===== config.mk =====
export PLATFORM = sky130hd
export DESIGN_NAME = uart_transmitter
export DESIGN_NICKNAME = d
export VERILOG_FILES = /design/src/rtl/uart_pkg.sv /design/src/rtl/uart_baud_tick.sv /design/src/rtl/uart_transmitter.sv
export SDC_FILE = /design/constraint.sdc
export NUM_CORES = 1
export LEC_CHECK = 0
export CORE_AREA = 8 8 57 59
export DETAILED_ROUTE_END_ITERATION = 8
export DIE_AREA = 0 0 65 67
export GPL_TIMING_DRIVEN = 0
export PLACE_DENSITY = 0.73
export SETUP_SLACK_MARGIN = 0.1
export SLEW_MARGIN = 25
export SYNTH_ARGS = -nofsm -noshare
export SYNTH_HDL_FRONTEND = slang
export SYNTH_SLANG_ARGS = --single-unit

===== constraint.sdc =====
create_clock -name clk -period 2.3 [get_ports clk]
set_clock_uncertainty 0.2 [all_clocks]
set_input_delay 0.46 -clock clk [delete_from_list [all_inputs] [get_ports clk]]
set_output_delay 0.46 -clock clk [all_outputs]
set_load 0.005 [all_outputs]

===== src/rtl/uart_pkg.sv =====
// Shared UART definitions for the transmitter and receiver.
// Defining UART_TX_PARITY_EN adds an even-parity symbol to each frame.
package uart_pkg;

  typedef enum logic [2:0] {
    IDLE   = 3'd0,
    START  = 3'd1,
    DATA   = 3'd2,
    PARITY = 3'd3,
    STOP   = 3'd4
  } uart_state_e;

  localparam int DATA_BITS = 8;

`ifdef UART_TX_PARITY_EN
  localparam int FRAME_SYMBOLS = 11;
`else
  localparam int FRAME_SYMBOLS = 10;
`endif

  // Cycles per symbol; integer truncation of the clock/baud ratio.
  function automatic int symbol_time(input int clock_freq, input int baud_rate);
    return clock_freq / baud_rate;
  endfunction

endpackage


===== src/rtl/uart_baud_tick.sv =====
// Symbol-period counter with synchronous clear; o_tick is high on the last
// cycle of each period. START_COUNT lets the receiver start at a half period.
module uart_baud_tick #(
  parameter int PERIOD      = 434,
  parameter int WIDTH       = 9,
  parameter int START_COUNT = 0
) (
  input  logic clk,
  input  logic rst,
  input  logic i_clear,
  output logic o_tick
);

  logic [WIDTH-1:0] r_count;
  logic             w_tick;

  assign w_tick = (r_count == WIDTH'(PERIOD - 1));
  assign o_tick = w_tick;

  // Period counter: wraps to zero at each symbol boundary.
  always_ff @(posedge clk) begin
    if (rst || i_clear) begin
      r_count <= WIDTH'(START_COUNT);
    end else if (w_tick) begin
      r_count <= '0;
    end else begin
      r_count <= r_count + WIDTH'(1);
    end
  end

endmodule


===== src/rtl/uart_transmitter.sv =====
// 8N1 UART transmitter with a ready/valid byte input and registered line output.
// Defining UART_TX_PARITY_EN inserts an even-parity symbol before the stop bit.
module uart_transmitter
  import uart_pkg::*;
#(
  parameter int CLOCK_FREQ = 50_000_000,
  parameter int BAUD_RATE  = 115200
) (
  input  logic       clk,
  input  logic       rst,
  input  logic [7:0] data_in,
  input  logic       data_in_valid,
  output logic       data_in_ready,
  output logic       serial_out
);

  localparam int SYMBOL_EDGE_TIME    = symbol_time(CLOCK_FREQ, BAUD_RATE);
  localparam int CLOCK_COUNTER_WIDTH = $clog2(SYMBOL_EDGE_TIME);

  if (SYMBOL_EDGE_TIME < 2) begin : g_symbol_time_guard
    $error("uart_transmitter: SYMBOL_EDGE_TIME must be at least 2");
  end

  uart_state_e r_state, w_next_state;
  logic [7:0]  r_shift, w_next_shift;
  logic [3:0]  r_bit_cnt, w_next_bit_cnt;
  logic        r_serial_out, w_next_serial;
  logic        r_ready;
  logic        w_tick, w_accept;
`ifdef UART_TX_PARITY_EN
  logic        r_parity;
`endif

  assign w_accept      = data_in_valid && r_ready;
  assign data_in_ready = r_ready;
  assign serial_out    = r_serial_out;

  // The counter is held at zero while idle so each frame starts on a clean symbol.
  uart_baud_tick #(
    .PERIOD      (SYMBOL_EDGE_TIME),
    .WIDTH       (CLOCK_COUNTER_WIDTH),
    .START_COUNT (0)
  ) u_baud_tick (
    .clk     (clk),
    .rst     (rst),
    .i_clear (r_state == IDLE),
    .o_tick  (w_tick)
  );

  // Next-state, shift and bit-count logic.
  always_comb begin
    w_next_state   = r_state;
    w_next_shift   = r_shift;
    w_next_bit_cnt = r_bit_cnt;
    case (r_state)
      IDLE: begin
        if (w_accept) begin
          w_next_state   = START;
          w_next_shift   = data_in;
          w_next_bit_cnt = 4'd0;
        end else begin
          w_next_state = IDLE;
        end
      end
      START: begin
        if (w_tick) begin
          w_next_state = DATA;
        end else begin
          w_next_state = START;
        end
      end
      DATA: begin
        if (w_tick) begin
          w_next_shift = {1'b0, r_shift[7:1]};
          if (r_bit_cnt == 4'(DATA_BITS - 1)) begin
            w_next_bit_cnt = 4'd0;
`ifdef UART_TX_PARITY_EN
            w_next_state   = PARITY;
`else
            w_next_state   = STOP;
`endif
          end else begin
            w_next_bit_cnt = r_bit_cnt + 4'd1;
          end
        end else begin
          w_next_state = DATA;
        end
      end
`ifdef UART_TX_PARITY_EN
      PARITY: begin
        if (w_tick) begin
          w_next_state = STOP;
        end else begin
          w_next_state = PARITY;
        end
      end
`endif
      STOP: begin
        if (w_tick) begin
          w_next_state = IDLE;
        end else begin
          w_next_state = STOP;
        end
      end
      default: begin
        w_next_state = IDLE;
      end
    endcase
  end

  // Line level is decoded from the next state so the register updates with the FSM.
  always_comb begin
    w_next_serial = 1'b1;
    case (w_next_state)
      IDLE:    w_next_serial = 1'b1;
      START:   w_next_serial = 1'b0;
      DATA:    w_next_serial = w_next_shift[0];
`ifdef UART_TX_PARITY_EN
      PARITY:  w_next_serial = r_parity;
`endif
      STOP:    w_next_serial = 1'b1;
      default: w_next_serial = 1'b1;
    endcase
  end

  // State, datapath and output registers.
  always_ff @(posedge clk) begin
    if (rst) begin
      r_state      <= IDLE;
      r_shift      <= 8'h00;
      r_bit_cnt    <= 4'd0;
      r_serial_out <= 1'b1;
      r_ready      <= 1'b1;
    end else begin
      r_state      <= w_next_state;
      r_shift      <= w_next_shift;
      r_bit_cnt    <= w_next_bit_cnt;
      r_serial_out <= w_next_serial;
      r_ready      <= (w_next_state == IDLE);
    end
  end

`ifdef UART_TX_PARITY_EN
  // Even parity of the accepted byte, captured alongside the shift register.
  always_ff @(posedge clk) begin
    if (rst) begin
      r_parity <= 1'b0;
    end else if (w_accept) begin
      r_parity <= ^data_in;
    end else begin
      r_parity <= r_parity;
    end
  end
`endif

endmodule


**After elaboration in Yosys (flattened, before gate mapping)**

Index checks and enable logic that the tools add are counted.

- Add/sub/neg operators: 2
- $mul: 0
- Div/mod/pow operators: 0
- Order comparisons: 0
- Eq/ne operators: 9
- Shift operators: 0
- Muxes and demuxes: 14
- Bitwise logic cells: 0
- Reduce and logical (&&, ||, !) cells: 7

Operators by type and width:

| cell | number |
|---|---|
| $mux 8 | 2 |
| $pmux 8 s2 | 1 |
| $mux 4 | 3 |
| $pmux 3 s4 | 1 |
| $add 9x1->9 const B | 1 |
| $eq 9x9->1 const B | 1 |
| $mux 3 | 3 |
| $pmux 4 s2 | 1 |
| $eq 3x1->1 const B | 2 |
| $eq 3x2->1 const B | 2 |
| $logic_not 3->1 | 2 |
| $add 4x1->4 const B | 1 |
| $eq 4x3->1 const B | 1 |
| $eq 3x3->1 const B | 1 |
| $reduce_and 3->1 | 1 |
| $mux 2 | 1 |
| $ne 2x1->1 const B | 1 |
| $ne 2x2->1 const B | 1 |
| $pmux 1 s2 | 1 |
| $reduce_bool 2->1 | 1 |
| $reduce_or 2->1 | 1 |
| $logic_and 1x1->1 | 1 |
| $logic_or 1x1->1 | 1 |
| $mux 1 | 1 |

- Register bits: 26
- Latch bits: 0
- RAM bits: 0
- ROM bits: 0
- Bits of input ports: 11
- Output and inout port bits: 2
- Word-level logic and storage cells: 39
- Memories: 0

**Longest topological paths before layout**

Gate-level depths: netlist of run 1.

- Word-level depth: 6
- Gate-level depth with buffers: 7
- Depth with buffers taken out: 6

**Cells and area by module**

Synthesis of run 1 repeated with hierarchy kept, for this count alone.

- Cells, all modules: 131
- Area total of the unflattened synthesis: 1,221.2 um^2

Modules (own cells, without submodules):

| module | times used | cells each | area an instance (um^2) | seq. area each (um^2) |
|---|---|---|---|---|
| uart_transmitter | 1 | 85 | 807.0 | 340.3 |
| uart_baud_tick | 1 | 46 | 414.1 | 180.2 |

**Worst setup path before layout of run 1**

Ideal clock, no wire load.

- Kind: flip-flop to flip-flop
- Start point: register u_baud_tick.r_count[0]
- End point: register r_bit_cnt[3]
- Library setup time: 0.127 ns
- Data arrival time: 1.428 ns
- Data required time: 1.973 ns
- Path slack: 0.545 ns
- Cell stages (with the launch flop): 7
- Buffers on the path: 1
- Period minus slack after synthesis: 1.755 ns
- Cells stage by stage: dfxtp_1 ha_1 nor4bb_1 nand3_1 buf_2 a21oi_1 nor3_1

- Cells in the longest elaborated chain, start to end: 3

Ends and longest elaborated chain:

| item | line | RTL |
|---|---|---|
| start, declared | uart_baud_tick.sv:14 | `logic [WIDTH-1:0] r_count;` |
| start signal, assigned | uart_baud_tick.sv:23 | `r_count <= WIDTH'(START_COUNT);` |
| start signal, assigned | uart_baud_tick.sv:27 | `r_count <= r_count + WIDTH'(1);` |
| $eq 9x9->1 | uart_baud_tick.sv:17 | `assign w_tick = (r_count == WIDTH'(PERIOD - 1));` |
| $ne 2x1->1 (no source line) | - |  |
| $reduce_and 3->1 (no source line) | - |  |
| end signal, assigned | uart_transmitter.sv:137 | `r_bit_cnt <= w_next_bit_cnt;` |
| end, declared | uart_transmitter.sv:26 | `logic [3:0] r_bit_cnt, w_next_bit_cnt;` |

No other way between the ends.
A chain may end at the register's enable or synchronous reset.

**Worst setup path after layout of run 1**

- Start point: register u_baud_tick.r_count[0]
- End point: register r_shift[5]

- Cells in the longest elaborated chain, start to end: 3

Ends and longest elaborated chain:

| item | line | RTL |
|---|---|---|
| $eq 9x9->1 | uart_baud_tick.sv:17 |  |
| $ne 2x1->1 (no source line) | - |  |
| $reduce_and 3->1 (no source line) | - |  |
| end signal, assigned | uart_transmitter.sv:136 | `r_shift <= w_next_shift;` |
| end, declared | uart_transmitter.sv:25 | `logic [7:0] r_shift, w_next_shift;` |

No other way between the ends.

==> results of run 1 <==
==> power groups by stage <==
stage / clock network (W) / logic, W / registers [W]
2_1_floorplan: 0 / 0.0000474 / 0.000487
3_3_place_gp: 0 / 0.0000816 / 0.000488
3_5_place_dp: 0 / 0.0000839 / 0.000489
4_1_cts: 0.000232 / 0.0000844 / 0.000479
5_1_grt: 0.000249 / 0.0000931 / 0.000482
6_report: 0.000227 / 0.0000847 / 0.000479
==> cell usage after synthesis (2+ instances only) <==
cell type	instances
dfxtp_1	26
clkbuf_1	2
nand4_1	2
nand2_1	4
nand3b_1	3
nor3_1	7
buf_2	3
nor2_1	11
o22ai_1	2
xor2_1	3
inv_1	2
a21oi_1	11
a22oi_1	6
a211oi_1	2
nor3b_1	2
ha_1	3
nand3_1	13
xnor2_1	4
o21ai_0	2
and3_1	2
==> sequential cells by signal (all words and copies together) (netlist names) <==
name                 flops
r_shift                  8
r_state                  3
u_baud_tick.r_count      9
r_bit_cnt                4
serial_out               1
data_in_ready            1
==> cells by family after synthesis <==
logic type | Yosys count | synth area share, %
buffers and inverters | 9 | 3.77
DFF | 26 | 43.6
xor gates and xnor gates | 7 | 5.13
and+or+nand+nor | 56 | 27.4
AOI/OAI and AO/OA | 30 | 16.1
adders and majority gates | 4 | 3.98
==> final cells by class <==
| cell class | instances | area [µm²] |
|---|---|---|
| Fill cell | 215 | 980 |
| Tap cell | 30 | 37.5 |
| Clock buffer | 4 | 36.3 |
| Buffer | 7 | 37.5 |
| Multi-Input combinational cell | 97 | 636 |
| Inverter | 2 | 7.51 |
| Timing Repair Buffer | 11 | 110 |
| Sequential cell | 26 | 520 |
==> layout by cell type (no fill, tap or decap), types with 2 or more instances in the layout <==
master,count
clkbuf_4,3
a22oi_1,6
nand2_1,4
clkbuf_1,2
a21oi_1,11
ha_1,3
xor2_1,3
a211oi_1,2
dfxtp_1,26
and3_1,2
o21ai_0,2
nand4_1,2
clkdlybuf4s50_1,11
xnor2_1,4
nor3b_1,2
nor2_1,11
nand3b_1,3
nor3_1,7
nand3_1,13
buf_2,3
o22ai_1,2
inv_1,2
==> worst max-delay path, stage by stage (launching register included) <==
cell	delay [ps]
dfxtp_1	420
ha_1	180
nor4bb_2	410
nand3_1	190
buf_2	230
nand3_1	100
a21oi_1	100
==> stage by stage <==
step	util (%)	hold WS, ps
final	58.6	283
after detailed placement	56.8	261
after global placement	56.8	256
after CTS	58.3	281
after global routing	58.6	301
after floorplan	-	241
==> routing by layer <==
metal  track usage [%]  routed length (µm)  up-vias
met3              4.36                 152        2
met5                 0                   0        -
li1                  -                   -      518
met4              3.27                  18        0
met1              13.7                1210      496
met2              20.2                1200       30
==> path summary, 6_finish.rpt <==
path / startpoint / end / slack, ps / depth (start not counted)
worst max-delay path: u_baud_tick.r_count[0] / r_shift[5] / 350 / 6
worst min-delay path: r_shift[1] / r_shift[1] / 280 / 2
worst max register to register: u_baud_tick.r_count[0] / r_shift[5] / 350 / 6
worst min register to register: r_shift[1] / r_shift[1] / 280 / 2
==> qor.yml, run 1 <==
global_route:
  grt_overflow: 0
  antenna_found_initial: 0
  grt_pass1_wl_mm: 4.16
  grt_max_degree: 15
  grtUsageTotal_pct: 11.9
  grt_pass1_vias: 938
yosys:
  synthCells: 132
  synth.yosys.seq_area_share_pct: 43.6
  synthDominantCellAreaShare_pct: 43.6
  ys_ff_latch: 26
  synth.avg_cell_area_um2: 9.05
  synth.area.top_cells: "dfxtp_1 (44%), nand3_1 (5.4%), a21oi_1 (4.6%), a22oi_1 (3.8%), nor2_1 (3.5%)"
  ys_types: 42
  synth_top_area_cell: "dfxtp_1"
  ys.flop_type: "dfxtp_1"
  synth-edff-count: 0
  netlist_area_um2: 1190
  synth_nets: 146
  yosys_warnings: 0
  synthArstFlopShare_pct: 0
cts:
  clk_path_buf_depth: 2
  cts_made_buffers: 3
  root_buffer: "clkbuf_4"
  insertion_delay_ps: 310
  cts.sink_count: 26
  cts_tree: "done"
  cts_hold_buf: 0
  cts_setup_buffers: 0
  clkTransAtPathRegs_ps: 140
  cts-resized-gates: 0
  htreeDepth: 1
finish:
  drive_gt1_share_pct: 7.48
  layoutNonFillerInstCount: 177
  antenna_cells: 0
  nets: 162
  syn_to_final_growth_pct: 15.9
  fin_area_um2: 1390
critical_path:
  crit_path_start_kind: "flop"
  critPathRequiredTime_ps: 2280
  crit_path_end_kind: "flop"
  cp.arrival_ps: 1930
  cp_max_fo: 10
  worstSetupPathType: "reg2reg"
detailed_routing:
  drtPass1Iterations: 4
  first_iter_violations: 69
  postRouteWirelength_mm: 2.58
  routedWlPerCell_um: 14.6
  vias: 1046
  ant_nets: 0
  drc: 0
  vias_per_cell: 5.91
hold_path:
  hp-class: "reg2reg"
sta:
  tns_ps: 0
  final_max_slew_viol_count: 0
  worst_slack_ps: 348
  fin_crit_sh_pct: 84.9
  fmax_ghz: 0.512
  hold_viol: 0
  tightest_slew_ps: 446
  fin_crit_ps: 1950
  slew_headroom_pct: 70.3
  setup_viol: 0
  rsz0062_at_grt: "no"
placement:
  place_inst: 173
  placed_area_um2: 1340
  dp_hpwl_mm: 1.90
  detailedPlace.worstSlack_ps: 238
  port-buffer-count: 11
  place_congestion: 0.809
power_and_ir_drop:
  comb_power_share_pct: 10.7
  seqPwrFrac_pct: 60.6
  pwr-share-clk_pct: 28.7
  p_total_w: 0.000791
  ir_worst_vdd_mv: 0.358
  switching_share_pct: 23.4
  power_density_nw_per_um2: 571
  power.switching_w: 0.000185
  p_int_w: 0.000606
  p_leak_nw: 0.472
die:
  die_w_um: 65
  initial_utilization_pct: 50.5
  ios: 13
  fp-row-count: 18
  die_y_um: 67
  core_area_um2: 2360
  die_area_um2: 4360
run_status:
  outcome: "finished clean"
job:
  maxCapViolCount: 0
No activity file was read; power rests on OpenSTA's default activity.
==> run 2: changes to the inputs <==
--- a/config.mk
+++ b/config.mk
@@ -5,11 +5,11 @@
 export SDC_FILE = /design/constraint.sdc
 export NUM_CORES = 1
 export LEC_CHECK = 0
-export CORE_AREA = 8 8 57 59
+export CORE_AREA = 8 8 59 61
 export DETAILED_ROUTE_END_ITERATION = 8
-export DIE_AREA = 0 0 65 67
+export DIE_AREA = 0 0 67 69
 export GPL_TIMING_DRIVEN = 0
-export PLACE_DENSITY = 0.73
+export PLACE_DENSITY = 0.71
 export SETUP_SLACK_MARGIN = 0.1
 export SLEW_MARGIN = 25
 export SYNTH_ARGS = -nofsm -noshare
==> constraint.sdc (replaced) <==
create_clock -name clk -period 1.75 [get_ports clk]
set_clock_uncertainty 0.2 [all_clocks]
set_input_delay 0.35 -clock clk [delete_from_list [all_inputs] [get_ports clk]]
set_output_delay 0.35 -clock clk [all_outputs]
set_load 0.005 [all_outputs]
==> run 2 against run 1 <==
Against the previous run:
- the run now ends with negative setup slack left
- setup slack worse by 370 ps
- non-clock buffer count rose by 14
- first-iteration DRC count increased by 2.9%
- worst hold slack worse by 23 ps
- critical path depth down 2
- register-to-register slack lost 370 ps
- routed wire length is 18% higher
- largest power group unchanged
==> qor.yml, run 2 (synthesis gave the netlist of run 1 again) <==
run_status:
  outcome: "finished with violations"
  violations: "negative setup slack"
hold_path:
  min_from: "u_baud_tick.r_count[0]"
  hp-class: "reg2reg"
die:
  die_y_um: 69
  die_w_um: 67
  ios: 13
  fp-row-count: 19
  core_area_um2: 2620
  initial_utilization_pct: 45.7
  die_area_um2: 4620
global_route:
  antenna_found_initial: 0
  grt_max_degree: 14
  grt_overflow: 0
  grtUsageTotal_pct: 12.9
  grt_pass1_wl_mm: 4.91
  grt_pass1_vias: 1065
finish:
  largest_register_ffs: 9
  post-route-util_pct: 63.3
  top_register: "u_baud_tick.r_count"
  nets: 176
  fin_area_um2: 1660
  antenna_cells: 0
  drive_gt1_share_pct: 35.0
  fill_cells: 214
  syn_to_final_growth_pct: 38.6
  final_cell_mix: "nand3_1 (12), buf_4 (12), dfxtp_1 (12), a21oi_1 (11), nor2_1 (10)"
  reg_top3: "u_baud_tick.r_count (9), r_shift (8), r_bit_cnt (4)"
sta:
  final_max_slew_viol_count: 0
  tns_ps: -28.0
  setup_viol: 2
  rsz0062_at_grt: "yes"
  tightest_slew_ps: 443
  hold_viol: 0
  worst_slack_ps: -26.4
  fin_crit_sh_pct: 102
  slew_headroom_pct: 70.5
  fin_crit_ps: 1780
  fmax_ghz: 0.563
critical_path:
  cp_cell_sequence: "or3b_4, buf_4, o31ai_2, o32ai_1"
  cpMaxStageDelayCell: "or3b_4"
  r2r_start: "r_state[2]"
  max_stage_delay_ps: 420
  cp_max_fo: 7
  worstSetupPathType: "reg2reg"
  cp.arrival_ps: 1790
  critPathRequiredTime_ps: 1760
  crit_path_start_kind: "flop"
  cp-startpoint: "r_state[2]"
  crit_path_end_kind: "flop"
  cp_top_family: "compound AO/OA/AOI/OAI gates"
  crit_buf_inv: 1
placement:
  placed_area_um2: 1370
  detailedPlace.worstSlack_ps: -136
  place_congestion: 0.871
  port-buffer-count: 11
  dp_hpwl_mm: 1.79
job:
  maxCapViolCount: 0
cts:
  cts_tree: "done"
  clkTransAtPathRegs_ps: 140
  cts.sink_count: 26
  htreeDepth: 1
  root_buffer: "clkbuf_4"
  insertion_delay_ps: 320
  cts_made_buffers: 3
  clk_path_buf_depth: 2
power_and_ir_drop:
  power_density_nw_per_um2: 616
  ir_worst_vdd_mv: 0.437
  p_leak_nw: 0.587
detailed_routing:
  drtPass1Iterations: 4
  ant_nets: 0
  postRouteWirelength_mm: 3.05
  first_iter_violations: 71
  drc: 0
  routedWlPerCell_um: 15.9
  vias_per_cell: 6.04
  vias: 1154
==> run 2: power by group <==
| group | switching (W) | internal [W] | total [W] |
|---|---|---|---|
| logic | 0.0000699 | 0.0000722 | 0.000142 |
| clock network | 0.000175 | 0.0000806 | 0.000256 |
| registers | 0.0000129 | 0.000609 | 0.000622 |
==> run 2: worst reg2reg max path, cell delays in order, from the launching register on <==
cell	delay, ps
dfxtp_4	400
or3b_4	420
buf_4	160
o31ai_2	340
o32ai_1	150
==> run 2: layer usage <==
metal	vias to the layer above	track usage, %	part of all wire, %
li1	544	-	-
met1	561	16.2	42
met2	41	20.9	50
met3	8	2.91	6.1
met4	0	4.19	1.8
met5	-	0	0
==> run 2: per-stage QoR <==
stage | cells | hold WS (ps) | total power [W]
final | 191 | 260 | 0.00102
after global routing | 191 | 276 | 0.00107
after CTS | 189 | 214 | 0.00103
after detailed placement | 174 | 263 | 0.000756
after global placement | 174 | 252 | 0.000753
after floorplan | 132 | 241 | 0.000707
==> run 2: timing repair <==
item	4_1_cts	5_1_grt
cloned	2	0
pin swaps	7	8
hold endpoints to repair	0	0
endpoints found under the setup margin	28	25
setup buffers	10	2
gates resized for setup	29	20
hold buffers	0	0
==> run 2: area by class of cell <==
class                           instances  area (µm²)  area share (%)
Multi-Input combinational cell         97         757            45.7
Timing Repair Buffer                   25         224            13.5
Buffer                                  7        53.8            3.25
Sequential cell                        26         553            33.4
Clock buffer                            3        22.5            1.36
Inverter                                2        7.51           0.453
Tap cell                               31        38.8            2.34
==> run 2: worst paths after layout <==
kind / endpoint / slack, ps / cells after the start
setup reg to reg: serial_out / -30 / 4
setup / recovery: serial_out / -30 / 4
hold / removal: u_baud_tick.r_count[0] / 260 / 1
hold reg to reg: u_baud_tick.r_count[0] / 260 / 1
==> RTL edit 1 (flow settings as in run 1) <==
`BAUD_RATE`: 115200 -> 230400.
--- a/src/rtl/uart_transmitter.sv
+++ b/src/rtl/uart_transmitter.sv
@@ -4,7 +4,7 @@
   import uart_pkg::*;
 #(
   parameter int CLOCK_FREQ = 50_000_000,
-  parameter int BAUD_RATE  = 115200
+  parameter int BAUD_RATE  = 230400
 ) (
   input  logic       clk,
   input  logic       rst,
Function: no difference found for any inputs over 10 cycles, from zero or initial values and one cycle with rst high; that may be too few to reach the edited logic, so the function may still have changed.
==> RTL edit 1 against run 1 <==
- worst setup slack got worse by 0.060 ns
- sequential cell count shrank 1
- non-clock buffer count shrank 1
- clock power decreased by 18%
- routed wire length decreased by 18%
- synthesized area shrank 9.0%
- total power down 7.5%
- cell area decreased by 8.9%
- highest routed layer unchanged
==> RTL edit 1: results (changes against run 1) <==
- The worst reg2reg path depth was 8 (+2).
- The overall via count from detail_route is 894 (-15%).
* Total met2 wirelength after detailed routing: 1030 um (-14%)
- The sequential-to-total area share from yosys stat is 0.460 (+0.0247).
- The met3 layer usage reported by global route came to 0.0268 (-0.0168).
* Sum of met3 wire segment lengths after detailed routing: 70 um (-54%)
* Routed metal-1 wirelength: 988 um (-18%)
- Global-route met2 utilization: 0.176 (-0.0261)
* Layout Area Growth over Synthesis: 16.1%
- The cell-internal power is 0.000560 W (-7.6%).
- Final net count: 153 (-5.6%)
* Placed Cells: 164 (-5.2%)
* Static leakage power: 0.464 nW (-1.8%)
* Transition time at the pin with the least slew margin: 0.461 ns (+0.0150 ns)
- Clock power frac: 0.254 (-0.033)
- Post-Syn Instances: 123 (-6.8%)
- The via count of the first global-routing pass came to 812 (-13%).
- The overall routing resource usage came to 0.101 (-0.0175).
- The mean routed wirelength per cell is 12.5 um (-14%).
* Share of final-layout standard cells stronger than drive strength 1: 0.0870 (+0.0121)
* Tightest hold margin: 0.264 ns (-0.0189 ns)
* Period utilization: 0.874 (+0.0259)
- The fill cell total of the finished layout was 226 (+5.1%).
- The final weighted congestion in routability-driven placement came to 0.811 (+0.22%).
- The run finished with clean final reports.
- The largest registers in the layout are r_shift (8), u_baud_tick.r_count (8), r_bit_cnt (4).
-- RTL edit 1: changes by cell type after synthesis, moves of 2 or more --
cell,before,now
sky130_fd_sc_hd__o22ai_1,2,0
sky130_fd_sc_hd__and2_1,0,2
sky130_fd_sc_hd__nor3_1,7,1
sky130_fd_sc_hd__nand3_1,13,5
sky130_fd_sc_hd__a211oi_1,2,0
sky130_fd_sc_hd__and3b_1,0,2
sky130_fd_sc_hd__nor2_1,11,18
sky130_fd_sc_hd__nand2_1,4,10
sky130_fd_sc_hd__a22oi_1,6,8
sky130_fd_sc_hd__xnor2_1,4,2
sky130_fd_sc_hd__nor3b_1,2,4
-- RTL edit 1: cell families (layout without fill, tap and decap cells) --
| logic type | count (synthesis) | in the layout | synth area share |
|---|---|---|---|
| AOI/OAI and AO/OA | 25 | 25 | 0.145 |
| xor gates and xnor gates | 6 | 6 | 0.0483 |
| adders and majority gates | 3 | 3 | 0.0345 |
| buffers and inverters | 9 | 24 | 0.0380 |
| DFF | 25 | 25 | 0.460 |
| and+or+nand+nor | 55 | 55 | 0.274 |
-- RTL edit 1: area by class of cell --
cell class	instances	area share
Sequential cell	25	0.396
Buffer	6	0.0238
Timing Repair Buffer	11	0.0872
Tap cell	30	0.0297
Clock buffer	3	0.0178
Multi-Input combinational cell	89	0.432
Clock inverter	1	0.00396
Inverter	3	0.00892
-- RTL edit 1: worst paths after layout --
path | startpoint | endpoint
setup / recovery | u_baud_tick.r_count[0] | serial_out
hold / removal | r_shift[2] | r_shift[2]
setup reg to reg | u_baud_tick.r_count[0] | serial_out
hold reg to reg | r_shift[2] | r_shift[2]
==> RTL edit 2 (settings of run 1) <==
Made on the original files. `r_shift` no longer has a reset.
--- a/src/rtl/uart_transmitter.sv
+++ b/src/rtl/uart_transmitter.sv
@@ -127,17 +127,19 @@
   always_ff @(posedge clk) begin
     if (rst) begin
       r_state      <= IDLE;
-      r_shift      <= 8'h00;
       r_bit_cnt    <= 4'd0;
       r_serial_out <= 1'b1;
       r_ready      <= 1'b1;
     end else begin
       r_state      <= w_next_state;
-      r_shift      <= w_next_shift;
       r_bit_cnt    <= w_next_bit_cnt;
       r_serial_out <= w_next_serial;
       r_ready      <= (w_next_state == IDLE);
     end
+  end
+
+  always_ff @(posedge clk) begin
+    r_shift <= w_next_shift;
   end
 
 `ifdef UART_TX_PARITY_EN
Function: no difference found for any inputs over 10 cycles, from zero or initial values and one cycle with rst high; that may be too few to reach the edited logic, so the function may still have changed.
==> RTL edit 2 against run 1 <==
- worst setup slack got worse by 0.23 ns
- synthesized cell count fell by 13%
- first-iteration DRC count fell by 28%
- sequential cell count did not move
- cell area rose by 0.72%
- combinational power fell by 13%
- routed wire length fell by 11%
- total power rose by 7.6%
- synthesized area fell by 2.9%
- die area did not move
- via count fell by 14%
- sequential power rose by 5.8%
- largest cell class is now sequential cells
- largest power group unchanged
- highest routed layer unchanged
==> RTL edit 2: results (changes against run 1) <==
* Outcome: complete, no violations
- Post-Syn Instances: 115 (-13%)
* Main area contributors after synthesis: sky130_fd_sc_hd__dfxtp_1, sky130_fd_sc_hd__edfxtp_1, sky130_fd_sc_hd__nor2_1, sky130_fd_sc_hd__a22o_1, sky130_fd_sc_hd__nand3_1
- CTS Root Cell: sky130_fd_sc_hd__clkbuf_4
- HPWL Detailed: 1650 um (-13%)
- The net switching component of the power was 0.000186 W (+0.51%).
* Fill cells: 210 (-2.3%)
- The headroom to the max-slew limit is 0.667 (-0.0359).
* Pin count of the biggest net entering global routing: 16 (+1)
- Global Route Usage Sum: 0.118 (-0.000796)
- Number of buffers inserted by post-CTS setup repair: 2 (+2)
- The leakage power summed over all cells is 0.474 nW (+0.34%).
* Most instantiated cells after synthesis: sky130_fd_sc_hd__dfxtp_1, sky130_fd_sc_hd__nor2_1, sky130_fd_sc_hd__nand3_1
- Vias per std cell: 5.55 (-6.2%)
- Max IR drop VDD: 0.386 mV (+7.7%)
- The number of instances in the placed design came to 156 (-9.8%).
- Wire length of the first global-routing pass: 4020 um (-3.3%)
- The overall via count from detail_route is 904 (-14%).
- In this design, the largest share of critical-path delay is due to simple AND/OR/NAND/NOR gates.
* Final net count: 148 (-8.6%)
- Buffer depth of the longest clock path: 2 (unchanged)
* Post-synth cell types: 37 (-12%)
- The initial detailed-routing violation count is 50 (-28%).
* Post-CTS clock slew at the launch and capture registers of the worst setup and hold paths: 0.14 ns (about the same)
- The via count of the first global-routing pass is 914 (-2.6%).
- The standard cell area after detailed placement is 0.00131 mm^2 (-2.6%).
- Max H-tree Level: 1 (unchanged)
- The top fanout value on the critical path came to 8 (-2).
- The mean routed wirelength per cell was 14.2 um (-2.8%).
* Share of final-layout standard cells stronger than drive strength 1: 0.143 (+0.0680)
- The post-placement worst setup slack was 0.0278 ns (-0.210 ns).
- Critical Path Slowest Stage Cell: sky130_fd_sc_hd__or4b_2
* Number of synthesized flops with an enable pin: 7 (+7)
- Resized Gates After CTS: 1 (+1)
- The net count of the mapped netlist was 129 (-12%).
- Global placement routability congestion: 0.813 (+0.51%)
[RTL edit 2: cell types whose count changed in the layout (fill, tap and decap cells not counted), moves of 4 or more]
| cell | run 1 | this run |
|---|---|---|
| sky130_fd_sc_hd__dfxtp_1 | 26 | 17 |
| sky130_fd_sc_hd__a21oi_1 | 11 | 3 |
| sky130_fd_sc_hd__edfxtp_1 | 0 | 7 |
| sky130_fd_sc_hd__a22o_1 | 0 | 6 |
| sky130_fd_sc_hd__a22oi_1 | 6 | 0 |
| sky130_fd_sc_hd__nand3_1 | 13 | 8 |
| sky130_fd_sc_hd__nor3_1 | 7 | 3 |
[RTL edit 2: final timing paths]
path,startpoint,endpoint,slack (ns)
worst max-delay path,u_baud_tick.r_count[0],data_in_ready,0.12
worst min-delay path,r_shift[0],r_shift[0],0.29
worst max register to register,u_baud_tick.r_count[0],data_in_ready,0.12
worst min register to register,r_shift[0],r_shift[0],0.29
[RTL edit 2: cell families (layout without fill, tap and decap cells)]
kind of cell    Yosys count  after routing  share of synthesized area
flops                    26             26                      0.509
fa+ha+maj                 4              4                     0.0410
compound gates           19             19                      0.121
buf+inv                   7             25                     0.0237
simple gates             52             52                      0.252
xor+xnor                  7              7                     0.0529
[RTL edit 2: metal layers]
metal / part of all wire / GRT usage / wire length (um) / vias to the layer above
li1: - / - / - / 457
met1: 0.46 / 0.140 / 1070 / 426
met2: 0.46 / 0.184 / 1070 / 17
met3: 0.058 / 0.0403 / 133 / 4
met4: 0.016 / 0.0654 / 36 / 0
met5: 0 / 0 / 0 / -
[RTL edit 2: worst reg2reg max path: stages, from the launching register on]
cell and delay, ns:
sky130_fd_sc_hd__dfxtp_1 0.43, sky130_fd_sc_hd__ha_1 0.20, sky130_fd_sc_hd__nand4b_1 0.11, sky130_fd_sc_hd__buf_4 0.18
sky130_fd_sc_hd__or4b_2 0.62, sky130_fd_sc_hd__a211oi_2 0.27, sky130_fd_sc_hd__nor3_1 0.07
[RTL edit 2: layout make-up]
class | count | area [um^2] | share of cell area
sequential | 26 | 596 | 0.427
buffer | 5 | 20.0 | 0.0143
timing repair buffer | 14 | 133 | 0.0951
clock buffer | 4 | 47.5 | 0.0341
inverter | 2 | 7.51 | 0.00538
tap | 30 | 37.5 | 0.0269
multi-input combinational | 82 | 554 | 0.397
[RTL edit 2: power by group through the flow]
stage                     Clock (W)  Combinational, W  Sequential (W)
final                      0.000270         0.0000741        0.000507
after global routing       0.000307         0.0000818        0.000510
after CTS                  0.000279         0.0000738        0.000509
after detailed placement          0         0.0000734        0.000518
after global placement            0         0.0000718        0.000517
after floorplan                   0         0.0000386        0.000515
